### src/rtl/sha256_msg_schedule_if.sv
`default_nettype none
// ============================================================================
//  Module      : sha256_msg_schedule_if
//  Description : Word-in / round-out stream bundle for the SHA-256 message
//                schedule generator. The slave side is the schedule block,
//                the master side is its producer and consumer.
//  Revision    : 1.0
// ============================================================================
interface sha256_msg_schedule_if;
    logic [31:0] in_word;
    logic        in_valid;
    logic        in_ready;
    logic [31:0] out_Wi;
    logic [31:0] out_Ki;
    logic [5:0]  out_round;
    logic        out_last;
    logic        out_valid;
    logic        out_ready;

    modport master (
        output in_word, in_valid, out_ready,
        input  in_ready, out_Wi, out_Ki, out_round, out_last, out_valid
    );

    modport slave (
        input  in_word, in_valid, out_ready,
        output in_ready, out_Wi, out_Ki, out_round, out_last, out_valid
    );
endinterface
`default_nettype wire

### src/rtl/sha256_msg_schedule.sv
`default_nettype none
// ============================================================================
//  Module      : sha256_msg_schedule
//  Description : Loads one 512-bit block as 16 big-endian words, then emits
//                W0..W63 with K0..K63, one round per handshake, using a
//                16-word sliding window to expand the schedule on the fly.
//  Revision    : 1.0
// ============================================================================
module sha256_msg_schedule (
    input  wire logic             clk,
    input  wire logic             rst,
    sha256_msg_schedule_if.slave  bus
);

    typedef enum logic [0:0] {
        S_LOAD = 1'b0,
        S_EMIT = 1'b1
    } state_t;

    localparam logic [31:0] K_ROM [64] = '{
        32'h428a2f98, 32'h71374491, 32'hb5c0fbcf, 32'he9b5dba5,
        32'h3956c25b, 32'h59f111f1, 32'h923f82a4, 32'hab1c5ed5,
        32'hd807aa98, 32'h12835b01, 32'h243185be, 32'h550c7dc3,
        32'h72be5d74, 32'h80deb1fe, 32'h9bdc06a7, 32'hc19bf174,
        32'he49b69c1, 32'hefbe4786, 32'h0fc19dc6, 32'h240ca1cc,
        32'h2de92c6f, 32'h4a7484aa, 32'h5cb0a9dc, 32'h76f988da,
        32'h983e5152, 32'ha831c66d, 32'hb00327c8, 32'hbf597fc7,
        32'hc6e00bf3, 32'hd5a79147, 32'h06ca6351, 32'h14292967,
        32'h27b70a85, 32'h2e1b2138, 32'h4d2c6dfc, 32'h53380d13,
        32'h650a7354, 32'h766a0abb, 32'h81c2c92e, 32'h92722c85,
        32'ha2bfe8a1, 32'ha81a664b, 32'hc24b8b70, 32'hc76c51a3,
        32'hd192e819, 32'hd6990624, 32'hf40e3585, 32'h106aa070,
        32'h19a4c116, 32'h1e376c08, 32'h2748774c, 32'h34b0bcb5,
        32'h391c0cb3, 32'h4ed8aa4a, 32'h5b9cca4f, 32'h682e6ff3,
        32'h748f82ee, 32'h78a5636f, 32'h84c87814, 32'h8cc70208,
        32'h90befffa, 32'ha4506ceb, 32'hbef9a3f7, 32'hc67178f2
    };

    function automatic logic [31:0] sig0(input logic [31:0] x);
        return {x[6:0], x[31:7]} ^ {x[17:0], x[31:18]} ^ (x >> 3);
    endfunction

    function automatic logic [31:0] sig1(input logic [31:0] x);
        return {x[16:0], x[31:17]} ^ {x[18:0], x[31:19]} ^ (x >> 10);
    endfunction

    state_t      state_q;
    logic [3:0]  cnt_q;
    logic [5:0]  t_q;
    logic [31:0] w_q [16];
    logic [31:0] w_new_d;
    logic        in_acc;
    logic        out_acc;

    assign in_acc  = (state_q == S_LOAD) && bus.in_valid;
    assign out_acc = (state_q == S_EMIT) && bus.out_ready;

    // Next schedule word; this adder tree feeds only the top window slot.
    always_comb begin
        w_new_d = sig1(w_q[14]) + w_q[9] + sig0(w_q[1]) + w_q[0];
    end

    // Load/emit sequencing: word counter, round index and state.
    always_ff @(posedge clk) begin
        if (rst) begin
            state_q <= S_LOAD;
            cnt_q   <= 4'd0;
            t_q     <= 6'd0;
        end else begin
            case (state_q)
                S_LOAD: begin
                    if (in_acc) begin
                        cnt_q <= cnt_q + 4'd1;
                        if (cnt_q == 4'd15) begin
                            state_q <= S_EMIT;
                            t_q     <= 6'd0;
                        end
                    end
                end
                S_EMIT: begin
                    if (out_acc) begin
                        t_q <= t_q + 6'd1;
                        if (t_q == 6'd63) begin
                            state_q <= S_LOAD;
                            cnt_q   <= 4'd0;
                        end
                    end
                end
                default: state_q <= S_LOAD;
            endcase
        end
    end

    // Sliding window: filled by index during load, shifted down per round.
    always_ff @(posedge clk) begin
        if (rst) begin
            for (int i = 0; i < 16; i++) begin
                w_q[i] <= 32'd0;
            end
        end else if (in_acc) begin
            w_q[cnt_q] <= bus.in_word;
        end else if (out_acc) begin
            for (int i = 0; i < 15; i++) begin
                w_q[i] <= w_q[i+1];
            end
            w_q[15] <= w_new_d;
        end
    end

    // Outputs come straight from state, window head and the t-indexed ROM.
    assign bus.in_ready  = (state_q == S_LOAD);
    assign bus.out_valid = (state_q == S_EMIT);
    assign bus.out_round = t_q;
    assign bus.out_last  = (state_q == S_EMIT) && (t_q == 6'd63);
    assign bus.out_Wi    = (state_q == S_EMIT) ? w_q[0] : 32'd0;
    assign bus.out_Ki    = (state_q == S_EMIT) ? K_ROM[t_q] : 32'd0;

endmodule
`default_nettype wire

### src/flat_wrapper.sv
// flat-port wrapper written by rule: the top's interface ports become plain ports
module sha256_msg_schedule_flat 
  (clk, rst, bus_in_word, bus_in_valid, bus_out_ready, bus_in_ready, bus_out_Wi, bus_out_Ki, bus_out_round, bus_out_last, bus_out_valid);
  sha256_msg_schedule_if bus_i ();
  input  wire logic clk;
  input  wire logic rst;
  input wire logic [$bits(bus_i.in_word)-1:0] bus_in_word;
  input wire logic [$bits(bus_i.in_valid)-1:0] bus_in_valid;
  input wire logic [$bits(bus_i.out_ready)-1:0] bus_out_ready;
  output wire logic [$bits(bus_i.in_ready)-1:0] bus_in_ready;
  output wire logic [$bits(bus_i.out_Wi)-1:0] bus_out_Wi;
  output wire logic [$bits(bus_i.out_Ki)-1:0] bus_out_Ki;
  output wire logic [$bits(bus_i.out_round)-1:0] bus_out_round;
  output wire logic [$bits(bus_i.out_last)-1:0] bus_out_last;
  output wire logic [$bits(bus_i.out_valid)-1:0] bus_out_valid;
  assign bus_i.in_word = bus_in_word;
  assign bus_i.in_valid = bus_in_valid;
  assign bus_i.out_ready = bus_out_ready;
  assign bus_in_ready = bus_i.in_ready;
  assign bus_out_Wi = bus_i.out_Wi;
  assign bus_out_Ki = bus_i.out_Ki;
  assign bus_out_round = bus_i.out_round;
  assign bus_out_last = bus_i.out_last;
  assign bus_out_valid = bus_i.out_valid;
  sha256_msg_schedule u_core (.clk(clk), .rst(rst), .bus(bus_i));
endmodule
### config.mk
export PLATFORM = sky130hd
export DESIGN_NAME = sha256_msg_schedule_flat
export DESIGN_NICKNAME = d
export VERILOG_FILES = /design/src/rtl/sha256_msg_schedule_if.sv /design/src/rtl/sha256_msg_schedule.sv /design/src/flat_wrapper.sv
export SDC_FILE = /design/constraint.sdc
export NUM_CORES = 1
export LEC_CHECK = 0
export CAP_MARGIN = 20
export CELL_PAD_IN_SITES_DETAIL_PLACEMENT = 1
export CELL_PAD_IN_SITES_GLOBAL_PLACEMENT = 2
export CORE_MARGIN = 2
export CORE_UTILIZATION = 43
export CTS_BUF_LIST = sky130_fd_sc_hd__clkbuf_8
export DETAILED_ROUTE_END_ITERATION = 16
export GPL_TIMING_DRIVEN = 0
export PLACE_DENSITY_LB_ADDON = 0.05
export SYNTH_ARGS = -nofsm -noshare
export SYNTH_HDL_FRONTEND = slang
export SYNTH_SLANG_ARGS = --single-unit
export TNS_END_PERCENT = 50
### constraint.sdc
create_clock -name clk -period 6 [get_ports clk]
set_input_delay 1.2 -clock clk [delete_from_list [all_inputs] [get_ports clk]]
set_output_delay 1.2 -clock clk [all_outputs]
set_load 0.03 [all_outputs]
==> results.sh <==
export IMPL_grt_max_degree=33
export IMPL_path_cells="clkbuf_1 -> buf_1 -> clkbuf_1 -> o21ai_0 -> a211oi_1 -> clkdlybuf4s50_1"
export IMPL_via_per_inst=6.42
export IMPL_synth_commonest_cells="edfxtp_1, a22o_1, nand2_1"
export IMPL_drt_iter0_drc=3293
export IMPL_die_area_um2=71600
export IMPL_cp_start_kind="flip-flop"
export IMPL_ir_drop_uv=283
export IMPL_vias=25600
export IMPL_path_max_fanout=10
export IMPL_rows=96
export IMPL_rsz0062_at_grt="no"
export IMPL_hold_path_depth=1
export IMPL_cpMostUsedCell="clkbuf_1"
export IMPL_io_pins=109
export IMPL_netlist_cell_type_count=69
export IMPL_syn_avg_cell_area_um2=10.7
export IMPL_clk_latency_ns=0.74
export IMPL_synth_fp_nets=2944
export IMPL_final_util_pct=49.8
export IMPL_area_delta_synth_final_pct=14.6
export IMPL_port_buffers=75
export IMPL_critPathArrivalTime_ns=4.86
export IMPL_cap_violations=0
export IMPL_power_leakage_nw=12.3
export IMPL_netlist_area_um2=29900
export IMPL_chipWidth_um=267
export IMPL_post_drt_wl_per_cell_um=34.8
export IMPL_cts_tree="built"
export IMPL_crit_required_ns=4.80
export IMPL_die_y_um=267
export IMPL_outcome="complete, but fails checks"
export IMPL_ys_async_sr_fraction_pct=0
export IMPL_grt_overflow_total=0
export IMPL_final_nets=3136
export IMPL_h_tree_depth=3
export IMPL_place_hpwl_um=106000
export IMPL_hold_viol=0
export IMPL_numCtsBuffers=88
export IMPL_tns_ns=-0.0619
export IMPL_synth_edf_count=512
export IMPL_clockBufferDepth=3
export IMPL_clkTransAtPathRegs_ns=0.07
export IMPL_period_share_pct=101
export IMPL_r2r_cells=16
export IMPL_drive_above_1_share_pct=6.65
export IMPL_start_util_pct=43.5
export IMPL_synthCells=2790
export IMPL_setup_violations=1
export IMPL_fmax_mhz=165
export IMPL_yosys_top_cells_area="edfxtp_1, a22o_1, o21ai_0"
export IMPL_cts_root_buf="clkbuf_8"
export IMPL_grt_usage_pct=38.7
export IMPL_reg2reg_slack_ns=0.92
export IMPL_synth_top_cell_by_area="edfxtp_1"
export IMPL_failed_checks="setup timing"
export IMPL_postLayoutSetupSlackWorst_ns=-0.0619
export IMPL_fill_cells=7473
export IMPL_finalClockSkew_ns=0.0505
export IMPL_worst_slew_pin_slew_ns=1.29
export IMPL_grt_pass1_vias=25700
export IMPL_cp_end_kind="output port"
export IMPL_drc=0
export IMPL_ys_warnings_count=0
export IMPL_slew_viol_final=0
export IMPL_slew_headroom_pct=13.7
export IMPL_ys_flop_type="edfxtp_1"
export IMPL_ant_nets=0
export IMPL_routed_wl_um=139000
export IMPL_yosys_area_top_type_share_pct=51.5
export IMPL_yosysSeqAreaShare_pct=52.2
export IMPL_min_period_ns=6.06
export IMPL_crit_type="flip-flop to output port"
export IMPL_drtPass1Iterations=6
export IMPL_grt_pass1_wl_um=193000
export IMPL_hp_class="flip-flop to flip-flop"
export IMPL_core_um2=68700
export IMPL_synthMostInstantiatedCell="edfxtp_1"
export IMPL_slowest_delay_ns=0.77
export IMPL_numClockSinks=523
export IMPL_slowest_stage="clkdlybuf4s50_1"
export IMPL_gp_congestion=1.00
export IMPL_antenna_found_initial=4
export IMPL_ys_ff_latch=523
export IMPL_p_per_area_nw_per_um2=379
## flip-flops by register name (all words and copies together) (netlist names)
signal                cells
u_core.cnt_q              4
u_core.bus.out_valid      1
u_core.w_q              512
u_core.bus.out_round      6
## where the power goes
group	internal [W]	switching (W)
clock	0.00167	0.00162
combinational	0.00182	0.00315
sequential	0.00445	0.000263
## path summary, 6_finish.rpt
kind	startpoint	to
worst max-delay path	u_core.bus.out_round[4]$_SDFFE_PP0P_	bus_out_Ki[4]
worst min-delay path	u_core.w_q[2][22]$_DFFE_PP_	u_core.w_q[1][22]$_DFFE_PP_
worst max register to register	u_core.w_q[14][11]$_DFFE_PP_	u_core.w_q[15][29]$_DFFE_PP_
worst min register to register	u_core.w_q[2][22]$_DFFE_PP_	u_core.w_q[1][22]$_DFFE_PP_
## placed cells by master (no fill, tap or decap), types with 62 or more instances in the layout
cell	instances
a21oi_1	102
a22o_1	320
clkbuf_1	197
clkbuf_8	88
clkdlybuf4s50_1	75
edfxtp_1	512
fa_1	62
inv_1	178
nand2_1	309
nand2b_1	177
nor2_1	128
o21ai_0	239
xnor2_1	120
## routing by layer
metal / track usage (%) / vias up / part of all wire (%)
li1: - / 10500 / -
met1: 52.6 / 13100 / 40
met2: 57.9 / 1604 / 44
met3: 8.98 / 377 / 10
met4: 19.9 / 2 / 5.7
met5: 0 / - / 0.0058
## metrics by stage
| stage | hold slack (ns) | total power, W | worst slack, ns | area [um2] | instances |
|---|---|---|---|---|---|
| 6_report | 0.530 | 0.0130 | -0.0619 | 34200 | 3986 |
| 5_1_grt | 0.560 | 0.0136 | 0.0188 | 34200 | 3984 |
| 4_1_cts | 0.523 | 0.0129 | 0.0155 | 34100 | 3977 |
| 3_5_place_dp | 0.530 | 0.00958 | -0.339 | 32300 | 3816 |
| 3_3_place_gp | 0.501 | 0.00942 | -0.866 | 31800 | 3796 |
| 2_1_floorplan | 0.477 | 0.00791 | 1.54 | 29900 | 2790 |
## kinds of logic after synthesis
family	Yosys count	share of synthesized area, %
and+or+nand+nor	740	11.6
AOI/OAI and AO/OA	841	19.9
muxes	5	0.168
buffers and inverters	416	5.26
xor gates and xnor gates	147	4.31
DFF	523	52.2
adders and majority gates	118	6.50
## area by class of cell
type                    count  area (um2)  area share, %
flip-flops and latches    523       15600           45.6
multi-input cells        1851       12800           37.5
repair buffers            102        1260           3.68
clock buffers              88        1210           3.54
well taps                 931        1160           3.41
plain buffers             258         988           2.89
inverters                 158         597           1.74
clock inverters            71         539           1.58
diodes                      4        10.0         0.0293
## critical path, delay by kind of cell (launching register included)
kind,cells,cell delay (ns)
AOI/OAI and AO/OA,2,0.96
DFF,1,0.39
buffers and inverters,4,2.77
## repair_timing
item / CTS / global route
hold buffers: 0 / 0
endpoints found under the hold margin: 0 / 0
resized for setup: 15 / 5
setup buffers: 2 / 0
pin swaps: 0 / 0
setup endpoints to repair: 32 / 5
Note: power is estimated with default switching activity, not from simulation.
